[src/rtl/bram_mask_loader_if.sv]
// Mask stream interface: 16-bit AXI-stream carrying a mask image.
//   tdata  : mask word
//   tvalid : beat valid (driven by master)
//   tready : beat ready (driven by slave)
//   tlast  : last word of the mask frame
//   tuser  : first word of the mask frame
interface bram_mask_loader_if #(
    parameter int unsigned DW = 16
) ();
    logic [DW-1:0] tdata;
    logic          tvalid;
    logic          tready;
    logic          tlast;
    logic          tuser;

    modport master (output tdata, output tvalid, output tlast, output tuser, input tready);
    modport slave  (input tdata, input tvalid, input tlast, input tuser, output tready);
endinterface

[src/rtl/bram_mask_loader.sv]
// Mask loader: packs pairs of 16-bit stream words into 32-bit words and writes them into one of
// two mask BRAMs (first word -> [31:16], second -> [15:0], byte address steps by 4).
//
// Ports:
//   clk, rst (sync, active-low)    clock and reset
//   bank_sel                       target bank, latched on the start-of-frame beat
//   m_s                            mask stream (slave side)
//   bram_{rst,clk,en,we,addr,din}0/1  BRAM write ports, bank 0 and bank 1
//   frame_done                     one-cycle pulse when a frame completes
//   words_written                  16-bit words in the last completed frame (saturating)
//   overflow                       last frame ran past DEPTH_WORDS
//   busy                           frame in progress
//
// Option macro MASK_BYTE_WE_EN: 4-bit byte write enables; the trailing odd word is written with
// 4'b1100 so the low half of the BRAM word is preserved. Undefined: 1-bit we, low half zero-filled.
module bram_mask_loader #(
    parameter int unsigned DW          = 16,
    parameter int unsigned DEPTH_WORDS = 1024
) (
    input  logic              clk,
    input  logic              rst,
    input  logic              bank_sel,
    bram_mask_loader_if.slave m_s,
    output logic              bram_rst0,
    output logic              bram_rst1,
    output logic              bram_clk0,
    output logic              bram_clk1,
    output logic              bram_en0,
    output logic              bram_en1,
`ifdef MASK_BYTE_WE_EN
    output logic [3:0]        bram_we0,
    output logic [3:0]        bram_we1,
`else
    output logic              bram_we0,
    output logic              bram_we1,
`endif
    output logic [31:0]       bram_addr0,
    output logic [31:0]       bram_addr1,
    output logic [31:0]       bram_din0,
    output logic [31:0]       bram_din1,
    output logic              frame_done,
    output logic [15:0]       words_written,
    output logic              overflow,
    output logic              busy
);

`ifdef MASK_BYTE_WE_EN
    localparam int unsigned    WeW     = 4;
    localparam logic [WeW-1:0] WeFull  = 4'b1111;
    localparam logic [WeW-1:0] WeFlush = 4'b1100;
`else
    localparam int unsigned    WeW     = 1;
    localparam logic [WeW-1:0] WeFull  = 1'b1;
    localparam logic [WeW-1:0] WeFlush = 1'b1;
`endif
    localparam logic [31:0] AddrLimit = 32'(DEPTH_WORDS * 4);

    typedef enum logic [2:0] {StIdle, StEven, StOdd, StFlush, StDone} state_e;

    state_e         state_q, state_d;
    logic [DW-1:0]  hi_q, hi_d;
    logic [31:0]    addr_q, addr_d;     // address of the next write
    logic [15:0]    count_q, count_d;
    logic           bank_q, bank_d;
    logic           ovf_q, ovf_d;
    logic           en0_q, en0_d, en1_q, en1_d;
    logic [WeW-1:0] we0_q, we0_d, we1_q, we1_d;
    logic [31:0]    wa_q, wa_d, wd_q, wd_d;
    logic           done_q, done_d;
    logic [15:0]    ww_q, ww_d;
    logic           tready_q, tready_d;
    logic           busy_q, busy_d;

    logic           accept;
    logic           wr_req;
    logic [WeW-1:0] wr_we;
    logic [31:0]    wr_data;

    always_comb begin
        accept  = m_s.tvalid && tready_q;
        state_d = state_q;
        hi_d    = hi_q;
        addr_d  = addr_q;
        count_d = count_q;
        bank_d  = bank_q;
        ovf_d   = ovf_q;
        en0_d   = 1'b0;
        en1_d   = 1'b0;
        we0_d   = '0;
        we1_d   = '0;
        wa_d    = wa_q;
        wd_d    = wd_q;
        wr_req  = 1'b0;
        wr_we   = WeFull;
        wr_data = '0;

        case (state_q)
            StIdle, StEven, StOdd: begin
                // In IDLE only a start-of-frame beat is taken; others are dropped.
                if (accept && (m_s.tuser || state_q != StIdle)) begin
                    if (m_s.tuser) begin
                        // Start or restart: any pending high half is simply forgotten.
                        bank_d  = bank_sel;
                        addr_d  = '0;
                        ovf_d   = 1'b0;
                        count_d = 16'd1;
                    end else if (count_q != 16'hFFFF) begin
                        count_d = count_q + 16'd1;
                    end

                    if (m_s.tuser || state_q == StEven) begin
                        hi_d = m_s.tdata;
                        if (m_s.tlast) begin
                            // Trailing odd word: registered now, so it lands during FLUSH.
                            wr_req  = 1'b1;
                            wr_we   = WeFlush;
                            wr_data = {m_s.tdata, {DW{1'b0}}};
                            state_d = StFlush;
                        end else begin
                            state_d = StOdd;
                        end
                    end else begin
                        wr_req  = 1'b1;
                        wr_data = {hi_q, m_s.tdata};
                        state_d = m_s.tlast ? StDone : StEven;
                    end
                end
            end
            StFlush: state_d = StDone;
            StDone:  state_d = StIdle;
            default: state_d = StIdle;
        endcase

        if (wr_req) begin
            if (addr_d == AddrLimit) begin
                ovf_d = 1'b1;
            end else begin
                en0_d  = ~bank_d;
                en1_d  = bank_d;
                we0_d  = bank_d ? '0 : wr_we;
                we1_d  = bank_d ? wr_we : '0;
                wa_d   = addr_d;
                wd_d   = wr_data;
                addr_d = addr_d + 32'd4;
            end
        end

        done_d   = (state_d == StDone);
        ww_d     = done_d ? count_d : ww_q;
        tready_d = (state_d inside {StIdle, StEven, StOdd});
        busy_d   = (state_d != StIdle);
    end

    always_ff @(posedge clk) begin
        if (!rst) begin
            state_q  <= StIdle;
            hi_q     <= '0;
            addr_q   <= '0;
            count_q  <= '0;
            bank_q   <= 1'b0;
            ovf_q    <= 1'b0;
            en0_q    <= 1'b0;
            en1_q    <= 1'b0;
            we0_q    <= '0;
            we1_q    <= '0;
            wa_q     <= '0;
            wd_q     <= '0;
            done_q   <= 1'b0;
            ww_q     <= '0;
            tready_q <= 1'b0;
            busy_q   <= 1'b0;
        end else begin
            state_q  <= state_d;
            hi_q     <= hi_d;
            addr_q   <= addr_d;
            count_q  <= count_d;
            bank_q   <= bank_d;
            ovf_q    <= ovf_d;
            en0_q    <= en0_d;
            en1_q    <= en1_d;
            we0_q    <= we0_d;
            we1_q    <= we1_d;
            wa_q     <= wa_d;
            wd_q     <= wd_d;
            done_q   <= done_d;
            ww_q     <= ww_d;
            tready_q <= tready_d;
            busy_q   <= busy_d;
        end
    end

    assign m_s.tready    = tready_q;
    assign bram_rst0     = ~rst;
    assign bram_rst1     = ~rst;
    assign bram_clk0     = clk;
    assign bram_clk1     = clk;
    assign bram_en0      = en0_q;
    assign bram_en1      = en1_q;
    assign bram_we0      = we0_q;
    assign bram_we1      = we1_q;
    assign bram_addr0    = wa_q;
    assign bram_addr1    = wa_q;
    assign bram_din0     = wd_q;
    assign bram_din1     = wd_q;
    assign frame_done    = done_q;
    assign words_written = ww_q;
    assign overflow      = ovf_q;
    assign busy          = busy_q;

endmodule

[src/flat_wrapper.sv]
// flat-port wrapper written by rule: the top's interface ports become plain ports
module bram_mask_loader_flat 
#(
    parameter int unsigned DW          = 16,
    parameter int unsigned DEPTH_WORDS = 1024
)
  (clk, rst, bank_sel, bram_rst0, bram_rst1, bram_clk0, bram_clk1, bram_en0, bram_en1, bram_we0, bram_we1, bram_addr0, bram_addr1, bram_din0, bram_din1, frame_done, words_written, overflow, busy, m_s_tdata, m_s_tvalid, m_s_tlast, m_s_tuser, m_s_tready);
  bram_mask_loader_if #(.DW(DW)) m_s_i ();
  input  logic clk;
  input  logic rst;
  input  logic bank_sel;
  output logic bram_rst0;
  output logic bram_rst1;
  output logic bram_clk0;
  output logic bram_clk1;
  output logic bram_en0;
  output logic bram_en1;
  output logic bram_we0;
  output logic bram_we1;
  output logic [31:0] bram_addr0;
  output logic [31:0] bram_addr1;
  output logic [31:0] bram_din0;
  output logic [31:0] bram_din1;
  output logic frame_done;
  output logic [15:0] words_written;
  output logic overflow;
  output logic busy;
  input wire logic [$bits(m_s_i.tdata)-1:0] m_s_tdata;
  input wire logic [$bits(m_s_i.tvalid)-1:0] m_s_tvalid;
  input wire logic [$bits(m_s_i.tlast)-1:0] m_s_tlast;
  input wire logic [$bits(m_s_i.tuser)-1:0] m_s_tuser;
  output wire logic [$bits(m_s_i.tready)-1:0] m_s_tready;
  assign m_s_i.tdata = m_s_tdata;
  assign m_s_i.tvalid = m_s_tvalid;
  assign m_s_i.tlast = m_s_tlast;
  assign m_s_i.tuser = m_s_tuser;
  assign m_s_tready = m_s_i.tready;
  bram_mask_loader #(.DW(DW), .DEPTH_WORDS(DEPTH_WORDS)) u_core (.clk(clk), .rst(rst), .bank_sel(bank_sel), .m_s(m_s_i), .bram_rst0(bram_rst0), .bram_rst1(bram_rst1), .bram_clk0(bram_clk0), .bram_clk1(bram_clk1), .bram_en0(bram_en0), .bram_en1(bram_en1), .bram_we0(bram_we0), .bram_we1(bram_we1), .bram_addr0(bram_addr0), .bram_addr1(bram_addr1), .bram_din0(bram_din0), .bram_din1(bram_din1), .frame_done(frame_done), .words_written(words_written), .overflow(overflow), .busy(busy));
endmodule
[config.mk]
export PLATFORM = sky130hd
export DESIGN_NAME = bram_mask_loader_flat
export DESIGN_NICKNAME = d
export VERILOG_FILES = /design/src/rtl/bram_mask_loader_if.sv /design/src/rtl/bram_mask_loader.sv /design/src/flat_wrapper.sv
export SDC_FILE = /design/constraint.sdc
export NUM_CORES = 1
export LEC_CHECK = 0
export ABC_AREA = 1
export BUFFER_PORTS_ARGS = -buffer_cell sky130_fd_sc_hd__clkbuf_2
export CORE_UTILIZATION = 40
export DETAILED_ROUTE_END_ITERATION = 16
export PLACE_DENSITY_LB_ADDON = 0.05
export SETUP_SLACK_MARGIN = 0.3
export SLEW_MARGIN = 10
export SYNTH_ARGS = -nofsm -noshare
export SYNTH_HDL_FRONTEND = slang
export SYNTH_SLANG_ARGS = --single-unit
[constraint.sdc]
create_clock -name clk -period 4.3 [get_ports clk]
set_input_delay 0.86 -clock clk [delete_from_list [all_inputs] [get_ports clk]]
set_output_delay 0.86 -clock clk [all_outputs]
set_load 0.03 [all_outputs]
==> flow_summary.toml <==
[timing]
fin_skew_ps = 19.9
tns_ps = 0
hold_viol = 0
hold_slack_ps = 476
setup_violations = 0
worst_slew_pin_slew_ps = 747
finalWorstSetupSlack_ps = 705
rsz0062_at_grt = "false"
drv_slew = 0
maxSlewHeadroom_pct = 50.2

[die]
ios = 178
dieArea_um2 = 20300
coreArea_um2 = 19400
initial_utilization_pct = 40.8
rows = 51
die-height_um = 143
fp.dieW_um = 143

[clock_network]
cts_setup_buffers = 0
cts.clk_slew.worst_paths_ps = 60
cts.root.buffer_cell = "clkbuf_16"
clockBufferDepth = 2
htreeDepth = 4
cts_inserted_buffers = 17
tritoncts = "built"
hold_buffers = 0
clock_latency_ps = 440
ctsResizeCount = 0

[hold_path]
holdPathEnd = "u_core.bram_addr0[14]"
min_path_type = "flop to flop"
whs_path_depth = 2
worstHoldStart = "u_core.bram_addr0[14]"

[setup_path]
crit_chain = "clkbuf_16 > clkbuf_16 > clkbuf_2"
slowest_stage = "clkbuf_16"
reg2reg_depth = 13
r2r-end = "u_core.addr_q[19]"
crit_top_cell = "clkbuf_16"
critPathLaunchType = "clock port"
reg2reg_setup_slack_ps = 1530
path_max_fanout = 16
worstPathRequired_ps = 3440
r2r_start = "u_core.state_q[1]"
cpPeakStageDelay_ps = 200
worstSetupEndpointType = "output port"
crit_arrival_ps = 2740
crit_type = "clock port to output port"

[cells_and_area]
layout_commonest_cell = "nand2_1"
drive_above_1_share_pct = 20.6
nets = 1288
register_area_um2 = 3080
antenna_cells = 0
fillCellCount = 2115
multi_input_area_um2 = 3670
synthToLayoutAreaGrowth_pct = 14.0
final_cell_mix = "nand2_1 (243), nor2_1 (209), clkbuf_2 (178)"

[yosys]
post_synth_inst_count = 1174
syn_avg_cell_area_um2 = 6.74
yosysUniqueCellTypes = 37
ys_warn_count = 0
yosysSeqAreaShare_pct = 39.0
synth_ff_type = "dfxtp_1"
synth_top_area_cell = "dfxtp_1"
synthArstFlopShare_pct = 0
synth-seq-cells = 154
synth_top_area_share_pct = 39.0
syn_nets = 1201
synth_area_leaders = "dfxtp_1 (39%), nand2_1 (12%), nor2_1 (9.9%)"
synth-edff-count = 0
synth_area_um2 = 7910

[global_routing]
grt_antenna_before_repair = 0
grt_first_pass_wirelength_um = 34200
grt_max_degree = 64
grt_usage_pct = 21.5
grt_pass1_vias = 6775
grt_overflow = 0

[routing]
remaining_drc_errors = 0
vias = 7409
wire_per_inst_um = 13.8
ant_nets = 0
drt-total-wl_um = 21300
drtPass1Iterations = 7
via_per_inst = 4.81
drtIter0Drc = 390

[placement]
dp_slack_ps = 929
gp_congestion = 0.870
port_buffers = 177
dp_hpwl_um = 15000

[job]
max_cap_violations = 0

[run_status]
status = "completed"

[pwr]
power_density_nw_per_um2 = 378
p_leak_uw = 0.00404
total_power_uw = 3410
ir_worst_vdd_mv = 0.273
-- worst max path at each step --
stage	slack, ps	startpoint	cells after the start	endpoint
2_1_floorplan	1150	clk	1	bram_clk0
3_3_place_gp	950	m_s_tuser	14	u_core.bram_addr0[3]
3_5_place_dp	930	m_s_tuser	14	u_core.bram_addr0[3]
4_1_cts	690	clk	3	bram_clk1
5_1_grt	680	clk	3	bram_clk1
6_report	700	clk	3	bram_clk1
-- logic make-up (layout without fill, tap and decap cells) --
| family | count (synthesis) | in the layout | synth area share [%] |
|---|---|---|---|
| compound gates | 199 | 199 | 13.3 |
| xor+xnor | 10 | 10 | 1.11 |
| fa+ha+maj | 5 | 5 | 0.791 |
| buf+inv | 217 | 317 | 14.6 |
| flops | 154 | 154 | 39.0 |
| simple gates | 589 | 589 | 31.2 |
-- Yosys cell counts (5+ instances only) --
master    count
nand2_2       7
buf_6         5
nor2_2        8
buf_4        72
inv_2         8
inv_1        87
dfxtp_1     154
xor2_1        8
nand3_1      90
o21ai_0      97
nor2_1      209
ha_1          5
clkbuf_1     25
buf_2        18
o21ai_1      18
nand4_1       6
nand2_1     243
a21oi_1      67
nor3_1       12
-- state kept, by name, indices dropped and copies added (netlist names) --
signal and flops:
u_core.bank_q 1, u_core.state_q 3, u_core.bram_we1 1, u_core.bram_din0 32
u_core.count_q 16, u_core.addr_q 32, u_core.overflow 1, u_core.m_s.tready 1
u_core.words_written 16, u_core.bram_addr0 32, u_core.hi_q 16, u_core.bram_we0 1
u_core.busy 1, u_core.frame_done 1
-- final cells by class --
cell class | count | area share [%]
multi-input cells | 803 | 40.7
flip-flops and latches | 154 | 34.2
repair buffers | 188 | 10.8
clock buffers | 22 | 5.44
inverters | 95 | 3.95
well taps | 265 | 3.68
clock inverters | 12 | 1.25
-- power breakdown --
part | leakage, uW | internal, uW | switching, uW
Sequential | 0.00125 | 1460 | 24.5
Clock | 0.000305 | 848 | 725
Combinational | 0.00249 | 89.3 | 256
-- metrics by stage --
stage	instances	utilization (%)	instance area (um^2)
global placement	1507	43.4	8430
finish	1539	46.5	9020
detailed placement	1507	43.4	8430
CTS	1539	46.5	9020
floorplan	1174	-	7910
global route	1539	46.5	9020
-- routing by layer --
layer  share of wire, %  GRT usage [%]
met3                4.4           4.33
met5                  0              0
met1                 46           27.9
met2                 48           36.0
met4                1.2           6.23
-- worst max-delay path: cells and delay by family --
kind / cells / cell delay [ps]
buffers and inverters: 3 / 580
No activity file was read; power rests on OpenSTA's default activity.
